**config.mk**
```make
export PLATFORM = sky130hd
export DESIGN_NAME = five_number_adder_arbiter
export DESIGN_NICKNAME = d
export VERILOG_FILES = /design/src/rtl/five_number_adder_arbiter.sv
export SDC_FILE = /design/constraint.sdc
export NUM_CORES = 1
export LEC_CHECK = 0
export CELL_PAD_IN_SITES_DETAIL_PLACEMENT = 0
export CELL_PAD_IN_SITES_GLOBAL_PLACEMENT = 2
export CORE_UTILIZATION = 36
export CTS_CLUSTER_DIAMETER = 30
export DETAILED_ROUTE_END_ITERATION = 7
export PLACE_DENSITY_LB_ADDON = 0.1
export SLEW_MARGIN = 20
export SYNTH_ARGS = -nofsm -noshare
export SYNTH_HDL_FRONTEND = slang
export SYNTH_SLANG_ARGS = --single-unit
```
**constraint.sdc**
```tcl
create_clock -name clk -period 4.39 [get_ports clk]
set_clock_uncertainty 0.05 [all_clocks]
set_input_delay 0.878 -clock clk [delete_from_list [all_inputs] [get_ports clk]]
set_output_delay 0.878 -clock clk [all_outputs]
set_load 0.02 [all_outputs]
```
**src/rtl/five_number_adder_arbiter.sv**
```systemverilog
// five_number_adder_arbiter
//   Arbitrates two requesters that each stream a 5-beat signed operand
//   packet, buffers the granted packet, computes the saturated signed sum
//   and returns it with the owner ID and a clamp flag.
//
// Ports
//   clk, rst_n               : rising-edge clock, synchronous active-low reset
//   req0_valid/data/ready    : requester 0 operand stream (8-bit two's complement)
//   req1_valid/data/ready    : requester 1 operand stream (8-bit two's complement)
//   out_valid/sum/id/sat     : result stream (sum, owner, clamp flag)
//   out_ready                : downstream accepts the result
//   busy                     : high whenever the controller is not idle
//
// Parameters
//   RR_EN : 1 = round-robin on ties, 0 = requester 0 always wins ties

module five_number_adder_arbiter #(
    parameter logic RR_EN = 1'b1
) (
    input  logic       clk,
    input  logic       rst_n,

    input  logic       req0_valid,
    input  logic [7:0] req0_data,
    output logic       req0_ready,

    input  logic       req1_valid,
    input  logic [7:0] req1_data,
    output logic       req1_ready,

    output logic       out_valid,
    output logic [7:0] out_sum,
    output logic       out_id,
    output logic       out_sat,
    input  logic       out_ready,

    output logic       busy
);

    localparam logic [1:0] S_IDLE = 2'd0;
    localparam logic [1:0] S_LOAD = 2'd1;
    localparam logic [1:0] S_CALC = 2'd2;
    localparam logic [1:0] S_OUT  = 2'd3;

    logic [1:0] state_q, state_d;
    logic [2:0] cnt_q, cnt_d;
    logic       gnt_q, gnt_d;
    logic       last_gnt_q, last_gnt_d;
    logic [7:0] slot_q [5];
    logic [7:0] slot_d [5];
    logic [7:0] out_sum_q, out_sum_d;
    logic       out_id_q, out_id_d;
    logic       out_sat_q, out_sat_d;

    logic        in_load;
    logic        beat_valid;
    logic [7:0]  beat_data;
    logic        arb_winner;
    logic [10:0] sum_full;
    logic        sat_hi;
    logic        sat_lo;
    logic [7:0]  sat_sum;

    function automatic logic [10:0] sext(input logic [7:0] v);
        return {{3{v[7]}}, v};
    endfunction

    // Readies depend only on registered state and grant.
    assign in_load    = (state_q == S_LOAD);
    assign req0_ready = in_load && !gnt_q;
    assign req1_ready = in_load &&  gnt_q;

    assign beat_valid = gnt_q ? req1_valid : req0_valid;
    assign beat_data  = gnt_q ? req1_data  : req0_data;

    // A lone requester always wins; ties go to !last_gnt or to requester 0.
    always_comb begin
        if (req0_valid && req1_valid) begin
            arb_winner = RR_EN ? !last_gnt_q : 1'b0;
        end else begin
            arb_winner = req1_valid;
        end
    end

    // Five 8-bit operands span [-640, 635], so an 11-bit sum is exact.
    assign sum_full = sext(slot_q[0]) + sext(slot_q[1]) + sext(slot_q[2])
                    + sext(slot_q[3]) + sext(slot_q[4]);

    // Out of 8-bit range exactly when bits [10:7] are not all equal.
    assign sat_hi  = !sum_full[10] && (sum_full[9:7] != 3'b000);
    assign sat_lo  =  sum_full[10] && (sum_full[9:7] != 3'b111);
    assign sat_sum = sat_hi ? 8'h7F : (sat_lo ? 8'h80 : sum_full[7:0]);

    always_comb begin
        state_d    = state_q;
        cnt_d      = cnt_q;
        gnt_d      = gnt_q;
        last_gnt_d = last_gnt_q;
        slot_d     = slot_q;
        out_sum_d  = out_sum_q;
        out_id_d   = out_id_q;
        out_sat_d  = out_sat_q;

        case (state_q)
            S_IDLE: begin
                if (req0_valid || req1_valid) begin
                    gnt_d   = arb_winner;
                    cnt_d   = '0;
                    state_d = S_LOAD;
                end
            end
            S_LOAD: begin
                if (beat_valid) begin
                    for (int unsigned i = 0; i < 5; i++) begin
                        if (cnt_q == 3'(i)) begin
                            slot_d[i] = beat_data;
                        end
                    end
                    cnt_d = cnt_q + 3'd1;
                    if (cnt_q == 3'd4) begin
                        state_d = S_CALC;
                    end
                end
            end
            S_CALC: begin
                out_sum_d = sat_sum;
                out_id_d  = gnt_q;
                out_sat_d = sat_hi || sat_lo;
                state_d   = S_OUT;
            end
            S_OUT: begin
                if (out_ready) begin
                    last_gnt_d = gnt_q;
                    cnt_d      = '0;
                    state_d    = S_IDLE;
                end
            end
            default: begin
                state_d = S_IDLE;
            end
        endcase
    end

    always_ff @(posedge clk) begin
        if (!rst_n) begin
            state_q    <= S_IDLE;
            cnt_q      <= '0;
            gnt_q      <= 1'b0;
            // Starting at 1 makes requester 0 win the first tie.
            last_gnt_q <= 1'b1;
            slot_q     <= '{default: '0};
            out_sum_q  <= '0;
            out_id_q   <= 1'b0;
            out_sat_q  <= 1'b0;
        end else begin
            state_q    <= state_d;
            cnt_q      <= cnt_d;
            gnt_q      <= gnt_d;
            last_gnt_q <= last_gnt_d;
            slot_q     <= slot_d;
            out_sum_q  <= out_sum_d;
            out_id_q   <= out_id_d;
            out_sat_q  <= out_sat_d;
        end
    end

    assign out_valid = (state_q == S_OUT);
    assign out_sum   = out_sum_q;
    assign out_id    = out_id_q;
    assign out_sat   = out_sat_q;
    assign busy      = (state_q != S_IDLE);

endmodule

```
Word-level counts from Yosys, hierarchy flattened
Index checks and enable logic that the tools add are counted.
W data, S select, Z words.
{ "totals": {"n_memories": 0, "latch_bits": 0, "ff_bits": 57, "out_inout_bits": 14, "mem_bits_rw": 0, "in_bits": 21, "romBits": 0} }
{ "classes": {"n_shift": 0, "div_mod_pow": 0, "eq_ne": 12, "muxes": 14, "addsub": 5, "mul": 0, "n_reduce_logical": 24, "n_bitwise": 0, "n_lt_le_gt_ge": 0} }
{ "op_table": {"columns": ["cell", "count"], "rows": [
  ["$mux W8", 3],
  ["$reduce_and A3 Y1", 5],
  ["$add A10 B8 Y11", 1],
  ["$add A11 B11 Y11", 1],
  ["$add A9 B8 Y10", 1],
  ["$add A8 B8 Y9", 1],
  ["$mux W3", 3],
  ["$pmux W3 S3", 1],
  ["$mux W2", 4],
  ["$pmux W2 S4", 1],
  ["$reduce_and A4 Y1", 2],
  ["$eq A3 B2 Y1 const B", 2],
  ["$ne A2 B1 Y1 const B", 3],
  ["$reduce_bool A3 Y1", 2],
  ["$logic_and A1 B1 Y1", 5],
  ["$eq A2 B2 Y1 const B", 2],
  ["$reduce_and A2 Y1", 2],
  ["$add A3 B1 Y3 const B", 1],
  ["$eq A3 B1 Y1 const B", 1],
  ["$eq A3 B3 Y1 const B", 1],
  ["$logic_not A1 Y1", 3],
  ["$logic_not A3 Y1", 1],
  ["$ne A3 B3 Y1 const B", 1],
  ["$eq A2 B1 Y1 const B", 1],
  ["other kinds (5)", 7]
]} }

Logic depth before layout (Yosys ltp)
Gate-level depths: netlist (run 1).
{ "depth": {"word_depth": 8, "ltp_mapped": 14, "depth_no_buf": 14} }

Least setup slack after synthesis (run 1)
Ideal clock, no wire load.
{ "synth_path": {"path_kind": "reg-to-reg", "startpoint": "register slot_q[1] (netlist bit)", "endpoint": "register out_sum_q[0], in the netlist out_sum[0]", "t_required_ps": 4208, "stages_incl_launch_ff": 14, "setup_slack_ps": 578, "n_path_buf": 0, "setup_time_ps": 132, "arrival_ps": 3630, "cell_sequence": "dfxtp_1 > inv_1 > fa_1 > fa_1 > inv_1 > fa_1 > ha_1 > fa_1 > a211oi_1 > o21ai_1 > or3_1 > a21o_1 > nand4_4 > o211ai_1"} }
{ "synth_between": {"elab_chain_len": 5, "word_cells_on_any_way": 8, "cone_classes": "1 x add/sub; 1 x eq/ne; 2 x mux; 4 x reduce/logical"} }
{ "synth_lines": {"columns": ["element", "line_no", "rtl"], "rows": [
  ["from (decl)", "49", "logic [7:0] slot_q [5];"],
  ["from (signal assigned)", "160", "slot_q <= slot_d;"],
  ["$add A11 B11 Y11 *", "87", "+ sext(slot_q[3]) + sext(slot_q[4]);"],
  ["$ne A3 B3 Y1", "91", "assign sat_lo = sum_full[10] && (sum_full[9:7] != 3'b111);"],
  ["$logic_and A1 B1 Y1", "91", null],
  ["$mux W8", "92", "assign sat_sum = sat_hi ? 8'h7F : (sat_lo ? 8'h80 : sum_full[7:0]);"],
  ["$mux W8 *", "92", null],
  ["to (signal assigned)", "161", "out_sum_q <= out_sum_d;"],
  ["to (decl)", "51", "logic [7:0] out_sum_q, out_sum_d;"]
]} }
Mark *: on every way between the ends. The rest lies on a longest branch, timed or not.
A chain may end at the register's enable or synchronous reset.

Worst setup path after layout (run 1)
Same ends and word-level chain as after synthesis.

==> impl_metrics.ini, run 1 <==
[power_and_ir_drop]
p_leak_nw = 2.22
ir_worst_vdd_uv = 169
power.density_nw_per_um2 = 399
total_power_mw = 1.68

[synth]
yosysWarnings = 0
synth.distinct_cells = 43
synthTopCellsByArea = dfxtp_1 32%, fa_1 15%, o211a_1 12%
synth_common_cells = 57 x dfxtp_1, 57 x inv_1, 56 x nand2_1
yosys.area.top_type = dfxtp_1
ys_ff_latch = 57
syn_area_per_cell_um2 = 9.54
postSynthCellCount = 376
synth_fp_nets = 443
synth_flop_cell = dfxtp_1
netlist_area_um2 = 3590
synth_edf_count = 0
synth_seq_area_share_pct = 31.8
synthArstFlopShare_pct = 0
synthDominantCellAreaShare_pct = 31.8

[sta]
whs_ns = 0.403
rsz0062_at_grt = no
maxSlewViolCount = 0
fin_tns_setup_ns = 0
finalHoldViolations = 0
slew_headroom_pct = 41.7
period_share_pct = 92.7
tightestPinTransition_ns = 0.874
setup-violations-final = 0
max_freq_mhz = 246
fin_ws_ns = 0.323
period_minus_slack_ns = 4.07

[cts]
clk_pin_slew_ns = 0.07
clock_latency_ns = 0.34
clock_sinks = 57
htree_levels = 3
cts_resized = 0
numCtsBuffers = 9
cts_root_buf = clkbuf_8
cts_tree = yes
cts-hold-fix-buffers = 0
clockBufferDepth = 2
cts_setup_buffers = 0

[floorplan]
start_util_pct = 36.9
ios = 35
die_w_um = 102
die_area_um2 = 10400
die_y_um = 102
rows = 36
core-area_um2 = 9730

[finish]
drive_gt1_share_pct = 7.33
finalCoreUtilization_pct = 43.4
fin_nets = 473
num-fill-cells = 1007
multi_input_area_um2 = 2160
seq_area_um2 = 1140
diodes = 0
area_growth_pct = 17.5

[worst_setup_path]
startpoint = slot_q[1]$_SDFFE_PN0P_
cp_max_fo = 7
worstPathArrival_ns = 4.23
critPathRequiredTime_ns = 4.56
worstSetupPathType = reg -> reg
r2r-start = slot_q[1]$_SDFFE_PN0P_
r2r_slack_ns = 0.32
r2r_end = out_sum[0]$_SDFFE_PN0P_
rr_worst_depth = 13
start_kind = flip-flop
crit_path_end_kind = flip-flop
crit_end = out_sum[0]$_SDFFE_PN0P_

[routing]
firstDrtPassIters = 5
wl_per_cell_um = 14.2
drt_iter0_markers = 134
ant_nets = 0
drt_wl_total_um = 7690
vias = 2628
drc = 0
vias_per_cell = 4.85

[placement]
place_hpwl_um = 5520
post-place-ws_ns = 0.347
port_buffers = 34
gp_congestion = 0.746

[global_route]
grt_usage_pct = 17.1
grt_pass1_vias = 2746
grt_first_pass_wirelength_um = 13300
grt_start_max_net_pins = 55
antenna_found_initial = 0
grt_overflow_total = 0

[min_path]
hp-class = reg -> reg

[status]
status = complete, no violations

[flow_run]
cap_violations = 0
[state kept, by name (all words and copies together), names as in the netlist]
signal	flops
out_sum	8
state_q	2
last_gnt_q	1
gnt_q	1
cnt_q	3
out_sat	1
slot_q	40
out_id	1
[layer usage]
metal	vias to the layer above	global-route usage [%]	part of all wire (%)	routed length (um)
met1	1263	21.8	48	3730
met2	38	28.9	47	3630
met4	0	6.26	1.5	118
met5	-	0	0	0
met3	9	3.56	2.8	219
li1	1318	-	-	-
[metrics by stage]
step,instance area (um^2),std cells
after global placement,4040,528
final,4220,542
after CTS,4220,542
after detailed placement,4040,528
after floorplan,3590,376
after global routing,4220,542
[cell usage in the layout, fill, tap and decap left out, drive strengths merged, types with 2 or more instances in the layout]
master | netlist | routed
o211a | 43 | 43
inv | 57 | 57
nand2b | 4 | 4
clkbuf | 9 | 10
clkinv | 0 | 3
clkdlybuf4s50 | 0 | 33
mux2i | 11 | 11
xnor2 | 5 | 5
a21oi | 10 | 10
nand3 | 8 | 8
a22oi | 5 | 5
a211oi | 3 | 3
fa | 26 | 26
a32oi | 2 | 2
dfxtp | 57 | 57
a21o | 4 | 4
ha | 20 | 20
nor2b | 6 | 6
buf | 9 | 4
and2 | 9 | 9
nor2 | 6 | 6
xor2 | 3 | 3
nand2 | 56 | 56
a21boi | 3 | 3
o211ai | 6 | 6
o21ai | 4 | 4
[worst min path at each step]
| stage | from | endpoint | slack [ns] | cells after the start |
|---|---|---|---|---|
| global placement | out_sat$_SDFFE_PN0P_ | out_sat$_SDFFE_PN0P_ | 0.40 | 2 |
| finish | out_sat$_SDFFE_PN0P_ | out_sat$_SDFFE_PN0P_ | 0.40 | 2 |
| global route | out_sat$_SDFFE_PN0P_ | out_sat$_SDFFE_PN0P_ | 0.43 | 2 |
| detailed placement | out_sat$_SDFFE_PN0P_ | out_sat$_SDFFE_PN0P_ | 0.40 | 2 |
| floorplan | last_gnt_q$_SDFFE_PN1P_ | last_gnt_q$_SDFFE_PN1P_ | 0.39 | 2 |
| CTS | out_sat$_SDFFE_PN0P_ | out_sat$_SDFFE_PN0P_ | 0.41 | 2 |
[worst max-delay path, stage by stage, from the launching register on]
cell	delay, ns
dfxtp_1	0.33
inv_1	0.06
fa_1	0.51
fa_1	0.52
inv_1	0.05
fa_1	0.45
ha_1	0.26
fa_1	0.43
a211oi_1	0.27
o21ai_1	0.16
or3_1	0.37
a21o_1	0.20
nand4_4	0.16
o211ai_1	0.10
[logic make-up (layout without fill, tap and decap cells)]
family	count (synthesis)	after routing	synth area share [%]
AND/OR/NAND/NOR	95	95	12.6
AO/OA/AOI/OAI	84	84	21.0
buffers and inverters	75	108	8.12
flip-flops	57	57	31.8
adder cells (fa/ha/maj)	46	46	21.5
multiplexers	11	11	3.07
XOR/XNOR	8	8	1.95
[layout make-up]
cell class                      instances  share of cell area (%)
Clock inverter                          4                    1.07
Multi-Input combinational cell        244                    51.1
Timing Repair Buffer                   37                    8.48
Clock buffer                           10                    3.26
Tap cell                              133                    3.95
Inverter                               57                    5.07
Sequential cell                        57                    27.1
[power by group]
part | total, mW | switching (mW) | internal (mW)
sequential | 0.628 | 0.0549 | 0.573
combinational | 0.574 | 0.324 | 0.250
clock | 0.479 | 0.211 | 0.268
No activity file was read; power rests on OpenSTA's default activity.
==> run 2, diff against run 1 <==
==> constraint.sdc (replaced) <==
create_clock -name clk -period 4.39 [get_ports clk]
set_clock_uncertainty 0.05 [all_clocks]
set_input_delay 0.439 -clock clk [delete_from_list [all_inputs] [get_ports clk]]
set_output_delay 0.439 -clock clk [all_outputs]
set_load 0.02 [all_outputs]
==> run 2 against run 1 <==
Net effect:
- sequential power fell by 2%
- utilization barely moved
- fmax rose by 0.14%
- global-route usage fell by 0.51 points
- wire length fell by 1.2%
- non-clock buffer count rose by 1
- final cell count rose by 0.55%
- register-to-register slack barely moved
- largest cell class unchanged
==> impl_metrics.ini, run 2 (synthesis gave the netlist of run 1 again) <==
[status]
status = complete, no violations

[routing]
firstDrtPassIters = 6
drt_iter0_markers = 69
vias = 2595
drt_wl_total_um = 7600
drc = 0
ant_nets = 0
vias_per_cell = 4.76
wl_per_cell_um = 13.9

[worst_setup_path]
critPathRequiredTime_ns = 4.56
r2r_slack_ns = 0.33
startpoint = slot_q[1]$_SDFFE_PN0P_
worstSetupPathType = reg -> reg
cp_max_fo = 7
crit_path_end_kind = flip-flop
start_kind = flip-flop
r2r-start = slot_q[1]$_SDFFE_PN0P_
worstPathArrival_ns = 4.23

[global_route]
grt_first_pass_wirelength_um = 12700
grt_start_max_net_pins = 56
antenna_found_initial = 0
grt_pass1_vias = 2616
grt_usage_pct = 16.6
grt_overflow_total = 0

[cts]
clock_latency_ns = 0.34
cts-hold-fix-buffers = 0
clk_pin_slew_ns = 0.07
cts_tree = yes
numCtsBuffers = 9
cts_setup_buffers = 0
htree_levels = 3
cts_root_buf = clkbuf_8
cts_resized = 0
clock_sinks = 57
clockBufferDepth = 2

[finish]
fin_nets = 474
diodes = 0
largest_reg_flops = 40
area_growth_pct = 17.5
drive_gt1_share_pct = 7.52
layout_common_cells = 57 x inv_1, 57 x dfxtp_1, 56 x nand2_1, 43 x o211a_1, 33 x clkdlybuf4s50_1
regMostFlops = slot_q

[floorplan]
ios = 35
rows = 36
core-area_um2 = 9730
die_w_um = 102
die_y_um = 102
start_util_pct = 36.9
die_area_um2 = 10400

[sta]
setup-violations-final = 0
max_freq_mhz = 246
period_minus_slack_ns = 4.06
period_share_pct = 92.5
fin_tns_setup_ns = 0
rsz0062_at_grt = no
fin_ws_ns = 0.328
maxSlewViolCount = 0
finalHoldViolations = 0
tightestPinTransition_ns = 0.719
slew_headroom_pct = 52.0

[power_and_ir_drop]
ir_worst_vdd_uv = 127
clkPwrFrac_pct = 26.8
internal_power_mw = 1.06
p_leak_nw = 2.22
power.density_nw_per_um2 = 390
power_switching_mw = 0.588
pwr-share-comb_pct = 35.8
seq_power_share_pct = 37.4
swShare_pct = 35.7

[placement]
place_hpwl_um = 5430
port_buffers = 34
post-place-ws_ns = 0.372
gp_congestion = 0.731

[min_path]
hp-start = out_sat$_SDFFE_PN0P_
hp-class = reg -> reg

[flow_run]
cap_violations = 0
## run 2: cell count changes in the layout (fill, tap and decap cells not counted)
cell       change
clkbuf_8       +1
clkbuf_1       +2
buf_4          +1
bufinv_16      -1
## run 2: stage by stage
step                      hold WS, ns  utilization [%]  instances  total power, mW  cell area (um^2)
after global placement          0.394             41.6        529             1.22              4040
after floorplan                 0.389                -        376             1.05              3590
after CTS                       0.409             43.3        545             1.67              4220
final                           0.402             43.3        545             1.65              4220
after detailed placement        0.400             41.6        529             1.22              4040
after global routing            0.450             43.3        545             1.77              4220
## run 2: cell type report
class / instances / area (um^2)
fill: 1010 / 5510
clock buffer: 13 / 159
clock inverter: 3 / 15.0
multi-input combinational: 244 / 2160
inverter: 57 / 214
timing repair buffer: 38 / 365
tap: 133 / 166
sequential: 57 / 1140
## run 2: final timing paths
kind | end | depth (start not counted)
worst max-delay path | out_sum[2]$_SDFFE_PN0P_ | 13
worst min-delay path | out_sat$_SDFFE_PN0P_ | 2
worst max register to register | out_sum[2]$_SDFFE_PN0P_ | 13
worst min register to register | out_sat$_SDFFE_PN0P_ | 2
## run 2: worst max-delay path: stages, from the launching register on
cell and delay, ns:
dfxtp_1 0.33, inv_1 0.06, fa_1 0.51, fa_1 0.51
inv_1 0.05, fa_1 0.45, ha_1 0.27, fa_1 0.43
a211oi_1 0.26, o21ai_1 0.17, or3_1 0.37, a21o_1 0.21
nand4_4 0.16, o211ai_1 0.10
## run 2: power groups by stage
stage	sequential, mW	combinational, mW	clock [mW]
after floorplan	0.634	0.414	0
after global placement	0.626	0.597	0
after detailed placement	0.628	0.595	0
after CTS	0.616	0.600	0.458
after global routing	0.624	0.660	0.483
final	0.616	0.589	0.441
## run 2: routing by layer
layer / vias to the layer above / global-route usage (%) / part of all wire, %
met5: - / 0 / 0
met4: 0 / 8.46 / 1.4
met3: 9 / 3.08 / 3.1
met2: 40 / 27.8 / 48
met1: 1228 / 20.7 / 48
li1: 1318 / - / -
==> run 3, diff against run 2 <==
CORE_UTILIZATION = 39   (was 36)
clock period = 5.2 ns   (was 4.39 ns; I/O delays follow)
==> run 3 against run 2 <==
Net effect:
- the run now ends with design-rule violations left
- total power down 9.3%
- sequential share of layout area down 0.072 points
- global-route usage rose by 0.18 points
- combinational power fell by 18%
- non-clock buffer count down 2
- clock power rose by 8.6%
- sequential power decreased by 14%
- critical path depth did not move
- utilization is 4.7 points higher
- fmax grew 0.50%
- critical path type unchanged
- register-to-register slack better by 0.83 ns
==> impl_metrics.ini, run 3 (synthesis gave the netlist of run 1 again) <==
[status]
status = complete, but fails checks
violations = design-rule violations

[cts]
clock_latency_ns = 0.33
cts_resized = 0
clockBufferDepth = 2
cts-hold-fix-buffers = 0
htree_levels = 3
numCtsBuffers = 9
cts_tree = yes
clock_sinks = 57
clk_pin_slew_ns = 0.07
cts_root_buf = clkbuf_8
cts_setup_buffers = 0

[placement]
port_buffers = 34
gp_congestion = 0.777
place_hpwl_um = 5310
placed_cells_incl_taps = 502

[power_and_ir_drop]
power.density_nw_per_um2 = 353
p_leak_nw = 2.23
total_power_mw = 1.49
ir_worst_vdd_uv = 154

[global_route]
grt_first_pass_wirelength_um = 12500
grt_start_max_net_pins = 56
grt_pass1_vias = 2641
grt_usage_pct = 16.8
antenna_found_initial = 0
use_met3_pct = 2.86
grt_overflow_total = 0
busiest_layer = met2
use_met2_pct = 29.1
use_met1_pct = 20.8

[floorplan]
die_w_um = 97.9
die_area_um2 = 9590
ios = 35
start_util_pct = 40.8
rows = 34
core-area_um2 = 8810
die_y_um = 97.9

[worst_setup_path]
crit_path_end_kind = flip-flop
critPathRequiredTime_ns = 5.36
cp_common_cell = fa_1
cp_slowest_cell = fa_1
critPathMaxStageDelay_ns = 0.51
worstPathArrival_ns = 4.20
start_kind = flip-flop
cp_max_fo = 7
worstSetupPathType = reg -> reg
worstPathCellList = inv_1 > fa_1 > fa_1 > inv_1 > fa_1 > ha_1 > fa_1 > a211oi_1 > o21ai_1 > or3_1 > a21o_1 > nand4_4 > o211ai_1

[routing]
wl_per_cell_um = 14.3
ant_nets = 0
vias_per_cell = 5.10
drt_iter0_markers = 101
firstDrtPassIters = 6
vias = 2642
drt_wl_total_um = 7410
drc = 3

[flow_run]
cap_violations = 0

[finish]
finalCoreUtilization_pct = 48.0
largest_reg_flops = 40
layout_common_cells = 57 x inv_1, 57 x dfxtp_1, 56 x nand2_1, 43 x o211a_1, 33 x clkdlybuf4s50_1
regMostFlops = slot_q
fin_cells = 518
area_growth_pct = 17.8
diodes = 0
drive_gt1_share_pct = 7.80
fin_nets = 472

[sta]
slew_headroom_pct = 42.7
fin_tns_setup_ns = 0
setup-violations-final = 0
max_freq_mhz = 247
tightestPinTransition_ns = 0.858
period_share_pct = 77.7
finalHoldViolations = 0
period_minus_slack_ns = 4.04
rsz0062_at_grt = no
maxSlewViolCount = 0

[min_path]
hp-class = reg -> reg
[run 3: worst max-delay path: cells and delay by family, from the launching register on]
family	cells	cell delay, ns
DFF	1	0.33
and+or+nand+nor	2	0.52
AOI/OAI and AO/OA	4	0.74
adders and majority gates	5	2.17
buffers and inverters	2	0.11
[run 3: cell type report]
type / instances / area, um^2
clock buffers: 11 / 151
clock inverters: 5 / 77.6
fillers: 862 / 4580
inverters: 57 / 214
multi-input cells: 244 / 2160
flip-flops and latches: 57 / 1140
well taps: 108 / 135
repair buffers: 36 / 350
[run 3: worst paths after layout]
path,start,end,slack [ns],cells past startpoint
min,out_sat$_SDFFE_PN0P_,out_sat$_SDFFE_PN0P_,0.41,2
min reg2reg,out_sat$_SDFFE_PN0P_,out_sat$_SDFFE_PN0P_,0.41,2
max reg2reg,slot_q[1]$_SDFFE_PN0P_,out_sum[2]$_SDFFE_PN0P_,1.16,13
max,slot_q[1]$_SDFFE_PN0P_,out_sum[2]$_SDFFE_PN0P_,1.16,13
[run 3: routing by layer]
metal,wire (um),share of wire [%]
met3,228,3.1
met2,3640,49
met1,3430,46
met4,109,1.5
met5,0,0
[run 3: per-stage QoR]
| stage | cell area [um^2] | worst slack, ns | hold slack (ns) |
|---|---|---|---|
| after floorplan | 3590 | 1.39 | 0.389 |
| after global placement | 4000 | 1.13 | 0.392 |
| after detailed placement | 4000 | 1.17 | 0.401 |
| after CTS | 4230 | 1.15 | 0.411 |
| after global routing | 4230 | 0.916 | 0.446 |
| final | 4230 | 1.16 | 0.408 |
[run 3: power breakdown]
group	total, mW	internal (mW)	switching (mW)
Clock	0.479	0.294	0.185
Sequential	0.529	0.484	0.0454
Combinational	0.484	0.211	0.273
